`config.mk`:
```
export PLATFORM = sky130hd
export DESIGN_NAME = uart_rx_os
export DESIGN_NICKNAME = d
export VERILOG_FILES = /design/src/rtl/uart_rx_os.sv
export SDC_FILE = /design/constraint.sdc
export NUM_CORES = 1
export LEC_CHECK = 0
export ABC_CLOCK_PERIOD_IN_PS = 4000
export BUFFER_PORTS_ARGS = -buffer_cell sky130_fd_sc_hd__buf_4
export CORE_UTILIZATION = 60
export DETAILED_ROUTE_END_ITERATION = 6
export GPL_ROUTABILITY_DRIVEN = 0
export PLACE_DENSITY = 0.79
export SLEW_MARGIN = 20
export SYNTH_ARGS = -nofsm -noshare
export SYNTH_HDL_FRONTEND = slang
export SYNTH_SLANG_ARGS = --single-unit
```
`constraint.sdc`:
```
create_clock -name clk -period 4 [get_ports clk]
set_input_delay 0.4 -clock clk [delete_from_list [all_inputs] [get_ports clk]]
set_output_delay 0.4 -clock clk [all_outputs]
set_load 0.03 [all_outputs]
```
`src/rtl/uart_rx_os.sv`:
```
`default_nettype none
// ============================================================================
// Module   : uart_rx_os
// Purpose  : Oversampling UART receiver with configurable data width, parity
//            and stop bits. Two-flop input synchroniser, 3-sample majority
//            vote per bit, start-bit glitch rejection, per-frame parity and
//            framing flags, one-entry output register with valid/ready
//            handshake and overrun reporting.
// Ports    : clk        - system clock, rising edge
//            reset      - asynchronous active-high reset
//            rx         - asynchronous serial line, idle high
//            data_out   - received word, LSB = first bit on the line
//            parity_err - parity mismatch on the held word
//            frame_err  - a stop bit of the held word sampled 0
//            overrun    - held word overwrote an unaccepted word
//            out_valid  - held word is valid
//            out_ready  - consumer accepts when out_valid && out_ready
// Revision : 1.0 - initial release
// ============================================================================
module uart_rx_os #(
   parameter int CLOCK_FREQ = 50000000,
   parameter int BAUD_RATE  = 115200,
   parameter int OVERSAMPLE = 16,
   parameter int DATA_BITS  = 8,
   parameter int PARITY     = 0,
   parameter int STOP_BITS  = 1
) (
   input  logic                 clk,
   input  logic                 reset,
   input  logic                 rx,
   output logic [DATA_BITS-1:0] data_out,
   output logic                 parity_err,
   output logic                 frame_err,
   output logic                 overrun,
   output logic                 out_valid,
   input  logic                 out_ready
);

   localparam int DIV_RAW = CLOCK_FREQ / (BAUD_RATE * OVERSAMPLE);
   localparam int DIV     = (DIV_RAW < 1) ? 1 : DIV_RAW;
   localparam int TW      = (DIV > 1) ? $clog2(DIV) : 1;
   localparam int SW      = $clog2(OVERSAMPLE);
   localparam int BW      = $clog2(DATA_BITS + 1);

   localparam logic [TW-1:0] C_TICK_LAST = TW'(DIV - 1);
   localparam logic [SW-1:0] C_S0        = SW'(OVERSAMPLE / 2 - 1);
   localparam logic [SW-1:0] C_S1        = SW'(OVERSAMPLE / 2);
   localparam logic [SW-1:0] C_DEC       = SW'(OVERSAMPLE / 2 + 1);
   localparam logic [SW-1:0] C_LAST      = SW'(OVERSAMPLE - 1);
   localparam logic [BW-1:0] C_NBITS     = BW'(DATA_BITS);
   localparam logic          C_STOP_LAST = 1'(STOP_BITS - 1);

   localparam logic [2:0] S_IDLE   = 3'd0;
   localparam logic [2:0] S_START  = 3'd1;
   localparam logic [2:0] S_DATA   = 3'd2;
   localparam logic [2:0] S_PARITY = 3'd3;
   localparam logic [2:0] S_STOP   = 3'd4;

   logic [1:0]           r_sync;
   logic                 r_rs_prev;
   logic [TW-1:0]        r_tick_cnt;
   logic [SW-1:0]        r_phase;
   logic [2:0]           r_state;
   logic                 r_s0;
   logic                 r_s1;
   logic [DATA_BITS-1:0] r_shift;
   logic [BW-1:0]        r_bit_cnt;
   logic                 r_stop_cnt;
   logic                 r_pe;
   logic                 r_fe;

   logic [DATA_BITS-1:0] r_data;
   logic                 r_pe_o;
   logic                 r_fe_o;
   logic                 r_ovr;
   logic                 r_valid;

   logic w_rs;
   logic w_tick;
   logic w_dec;
   logic w_end;
   logic w_vote;
   logic w_commit;

   assign w_rs   = r_sync[1];
   assign w_tick = (r_tick_cnt == C_TICK_LAST);
   assign w_dec  = (r_phase == C_DEC);
   assign w_end  = (r_phase == C_LAST);
   // Two earlier samples plus the live sample at the decision tick.
   assign w_vote = (r_s0 & r_s1) | (r_s0 & w_rs) | (r_s1 & w_rs);
   // Commit at the decision tick of the last stop bit so the next start edge
   // has half a bit of margin.
   assign w_commit = w_tick && (r_state == S_STOP) && w_dec && (r_stop_cnt == C_STOP_LAST);

   // Synchroniser and free-running tick generator
   always_ff @(posedge clk or posedge reset) begin
      if (reset) begin
         r_sync     <= 2'b11;
         r_tick_cnt <= '0;
      end else begin
         r_sync     <= {r_sync[0], rx};
         r_tick_cnt <= w_tick ? '0 : r_tick_cnt + 1'b1;
      end
   end

   // Frame FSM
   always_ff @(posedge clk or posedge reset) begin
      if (reset) begin
         r_rs_prev  <= 1'b1;
         r_phase    <= '0;
         r_state    <= S_IDLE;
         r_s0       <= 1'b1;
         r_s1       <= 1'b1;
         r_shift    <= '0;
         r_bit_cnt  <= '0;
         r_stop_cnt <= 1'b0;
         r_pe       <= 1'b0;
         r_fe       <= 1'b0;
      end else begin
         r_rs_prev <= w_rs;
         if (r_state == S_IDLE) begin
            r_phase <= '0;
            // Only a fresh 1->0 edge arms a frame; a held-low line does not.
            if (r_rs_prev && !w_rs) begin
               r_state <= S_START;
               r_pe    <= 1'b0;
               r_fe    <= 1'b0;
            end
         end else if (w_tick) begin
            r_phase <= w_end ? '0 : r_phase + 1'b1;
            if (r_phase == C_S0) r_s0 <= w_rs;
            if (r_phase == C_S1) r_s1 <= w_rs;
            case (r_state)
               S_START: begin
                  if (w_dec && w_vote) begin
                     r_state <= S_IDLE;          // glitch, not a start bit
                  end else if (w_end) begin
                     r_state   <= S_DATA;
                     r_bit_cnt <= '0;
                  end
               end
               S_DATA: begin
                  if (w_dec) begin
                     r_shift   <= {w_vote, r_shift[DATA_BITS-1:1]};
                     r_bit_cnt <= r_bit_cnt + 1'b1;
                  end
                  if (w_end && (r_bit_cnt == C_NBITS)) begin
                     r_state    <= (PARITY != 0) ? S_PARITY : S_STOP;
                     r_stop_cnt <= 1'b0;
                  end
               end
               S_PARITY: begin
                  // Odd wants XOR(data, parity) = 1, even wants 0.
                  if (w_dec) r_pe <= ((^r_shift) ^ w_vote) != (PARITY == 1);
                  if (w_end) begin
                     r_state    <= S_STOP;
                     r_stop_cnt <= 1'b0;
                  end
               end
               S_STOP: begin
                  if (w_dec) begin
                     if (!w_vote) r_fe <= 1'b1;
                     if (r_stop_cnt == C_STOP_LAST) r_state <= S_IDLE;
                  end else if (w_end) begin
                     r_stop_cnt <= 1'b1;
                  end
               end
               default: r_state <= S_IDLE;
            endcase
         end
      end
   end

   // Output holding register with valid/ready handshake
   always_ff @(posedge clk or posedge reset) begin
      if (reset) begin
         r_data  <= '0;
         r_pe_o  <= 1'b0;
         r_fe_o  <= 1'b0;
         r_ovr   <= 1'b0;
         r_valid <= 1'b0;
      end else if (w_commit) begin
         r_data  <= r_shift;
         r_pe_o  <= r_pe;
         r_fe_o  <= r_fe | ~w_vote;
         r_valid <= 1'b1;
         // A simultaneous accept retires the old word, so no overrun.
         r_ovr   <= r_valid & ~out_ready;
      end else if (r_valid && out_ready) begin
         r_valid <= 1'b0;
         r_ovr   <= 1'b0;
      end
   end

   assign data_out   = r_data;
   assign parity_err = r_pe_o;
   assign frame_err  = r_fe_o;
   assign overrun    = r_ovr;
   assign out_valid  = r_valid;

endmodule
`default_nettype wire

```
==> impl_metrics.csv <==
group,metric,value,unit
global_routing,grt_pass1_vias,1494,
worst_setup_path,path_cells,"inv_1 -> ha_1 -> and4b_1 -> o32ai_2 -> a2111oi_4 -> mux2_1",
synth,syn_nets,204,
synth,synth_warnings,0,
global_routing,grt_overflow,0,
synth,syn_area_per_cell,11.5,µm²
sta,finalSetupViolations,0,
worst_setup_path,worst_path_max_delay_cell,"and4b_1",
detailed_routing,drc_errors,0,
synth,ys_ff_latch,44,
die,core_area,3440,µm²
cts,htree_levels,2,
sta,max_slew.worst_pin.slew,0.523,ns
detailed_routing,vias_per_cell,5.89,
die,rows,21,
job,cap_viol_max_count,0,
finish,antennaDiodeCount,0,
synth,synth_top_area_share,44.0,%
synth,ys_types,47,
placed_design,dpl_cell_area,2340,µm²
power,ir_worst_vdd,0.280,mV
worst_setup_path,cp_data_arrival_time,2.36,ns
cts,post-cts-setup-buffers,0,
cts,clk_pin_slew,0.08,ns
worst_hold_path,min-delay-start,"rx",
worst_setup_path,r2r-end,"r_state[2]",
run_status,status,"completed",
synth,syn_inst,193,
global_routing,grt_busiest_layer,"met2",
detailed_routing,via_count,1495,
power,p_total,0.945,mW
synth,ys_async_sr_fraction,100,%
worst_setup_path,end_kind,"flop",
cts,clock_latency,0.29,ns
placed_design,portBuffers,15,
placed_design,dp_hpwl,2770,µm
global_routing,met1_usage,30.7,%
global_routing,grt_use_met3,4.93,%
die,die-area,3940,µm²
finish,drive_gt1_share,26.4,%
synth,synth_common_cells,"dfrtp_1 (39), mux2_2 (19), inv_1 (13), o21ai_0 (12), nor2_1 (10)",
cts,clk_path_buf_depth,2,
detailed_routing,antenna_left,0,
global_routing,grt_pass1_wl,6960,µm
die,start_util,64.4,%
sta,post-route-period-util,54.5,%
sta,period_minus_slack,2.18,ns
worst_setup_path,cp_slowest_stage_delay,0.47,ns
worst_setup_path,r2r-start,"r_tick_cnt[0]",
cts,ctsHoldBuffers,0,
synth,syn_area,2220,µm²
finish,syn2layout_area_growth,9.93,%
sta,hold-worst-slack,0.220,ns
synth,synth_top_area_cell,"dfrtp_1",
sta,tns,0,ns
worst_setup_path,r2r_cells,6,
detailed_routing,drtPass1Iterations,4,
worst_setup_path,regToRegSetupSlack,1.82,ns
finish,regArea,1110,µm²
cts,cts_resized,0,
die,io_pins,16,
finish,fillers,260,
worst_hold_path,hp-class,"input pin to flop",
sta,rsz0062_at_grt,"false",
global_routing,grt_max_degree,45,
worst_setup_path,cp.required,4.18,ns
sta,final-hold-violation-count,0,
die,fp.dieW,62.8,µm
worst_setup_path,worstSetupStartpointType,"flop",
synth,synth_top_flop_cell,"dfrtp_1",
die,die_h,62.8,µm
power,p_leak,1.14,nW
worst_hold_path,min_path_cells,1,
global_routing,antenna_found_initial,0,
finish,final_area,2440,µm²
detailed_routing,wire_per_inst,15.1,µm
worst_hold_path,hold_end,"r_sync[0]",
finish,postLayoutCoreUtil,70.8,%
detailed_routing,routed_wl,3840,µm
synth,yosysMostFrequentCell,"dfrtp_1",
global_routing,grt_util_all_layers,22.6,%
global_routing,grtUsageMet2,36.3,%
synth,netlist_top_cells_area,"dfrtp_1 (44%), mux2_2 (9.6%), dfstp_2 (5.9%), ha_1 (3.9%), xnor2_1 (2.8%)",
worst_setup_path,crit_fanout,10,
cts,cts_tree,"built",
cts,cts-root-buf,"clkbuf_8",
sta,fmax,459,MHz
detailed_routing,drt_iter0_drc,151,
finish,final_nets,218,
finish,multi_input_area,1010,µm²
cts,clock_sinks,44,
synth,ys_seq_area_share,49.9,%
synth,synth_edf_count,0,
sta,relSlewSlack,65.2,%
cts,cts_buffers,5,
sta,final_max_slew_viol_count,0,
worst_setup_path,path_class,"flop to flop",
power,powerDensity,388,nW/µm²
sta,fin_worst_skew,0.0118,ns
worst max-delay path, delay by kind of cell (launching register included):
| kind | cells | cell delay (ns) |
|---|---|---|
| multiplexers | 1 | 0.37 |
| AND/OR/NAND/NOR | 1 | 0.47 |
| buffers and inverters | 1 | 0.07 |
| AO/OA/AOI/OAI | 2 | 0.58 |
| adder cells (fa/ha/maj) | 1 | 0.17 |
| flip-flops | 1 | 0.42 |
routing by layer:
layer / up-vias / wire [µm]
li1: 709 / -
met1: 749 / 1740
met2: 32 / 1920
met3: 5 / 130
met4: 0 / 42
met5: - / 0
registers in the layout, summed over array words and instances (netlist names):
register / count
r_tick_cnt: 5
out_valid: 1
data_out: 8
frame_err: 1
r_fe: 1
r_bit_cnt: 4
overrun: 1
r_stop_cnt: 1
r_state: 3
parity_err: 1
r_rs_prev: 1
r_shift: 8
r_s0: 1
r_sync: 2
r_s1: 1
r_pe: 1
r_phase: 4
through the flow:
step / instances / setup WS, ns
floorplan: 193 / 2.09
global placement: 246 / 1.89
detailed placement: 246 / 1.80
CTS: 254 / 1.82
global route: 254 / 1.67
finish: 254 / 1.82
cell usage in the layout, fill, tap and decap left out, types with 3 or more instances in the layout:
master,count
nor3_1,3
inv_1,13
dfstp_2,5
nand3_1,5
o21ai_0,12
clkbuf_8,6
nor2b_1,4
a21oi_1,8
buf_4,16
xnor2_1,7
dfrtp_1,39
nor2_1,10
ha_1,7
nand2_1,9
mux2_2,19
power by group:
group / internal (mW) / total (mW) / switching (mW) / leakage, nW
logic: 0.0663 / 0.156 / 0.0898 / 0.518
clock network: 0.140 / 0.286 / 0.146 / 0.0434
registers: 0.460 / 0.504 / 0.0434 / 0.577
worst max-delay path by stage:
stage | start | end | slack, ns | cells after the start
global placement | r_tick_cnt[0] | r_shift[2] | 1.89 | 5
CTS | r_tick_cnt[0] | r_shift[0] | 1.82 | 5
finish | r_tick_cnt[0] | r_state[2] | 1.82 | 6
floorplan | r_tick_cnt[0] | r_state[1] | 2.09 | 7
detailed placement | r_tick_cnt[0] | r_shift[3] | 1.80 | 5
global route | r_tick_cnt[0] | r_shift[2] | 1.67 | 5
cell type report:
class	instances	share of cell area [%]
clock buffer	6	3.39
clock inverter	2	0.616
inverter	13	2.00
multi-input combinational	127	41.3
sequential	44	45.4
tap	46	2.36
timing repair buffer	16	4.93
logic make-up after synthesis:
group | count (synthesis) | share of synthesized area [%]
xor+xnor | 10 | 4.57
fa+ha+maj | 8 | 4.40
mux | 22 | 11.1
buf+inv | 22 | 4.68
flops | 44 | 49.9
compound gates | 33 | 10.3
simple gates | 54 | 15.1
(Power assumes the default switching activity.)
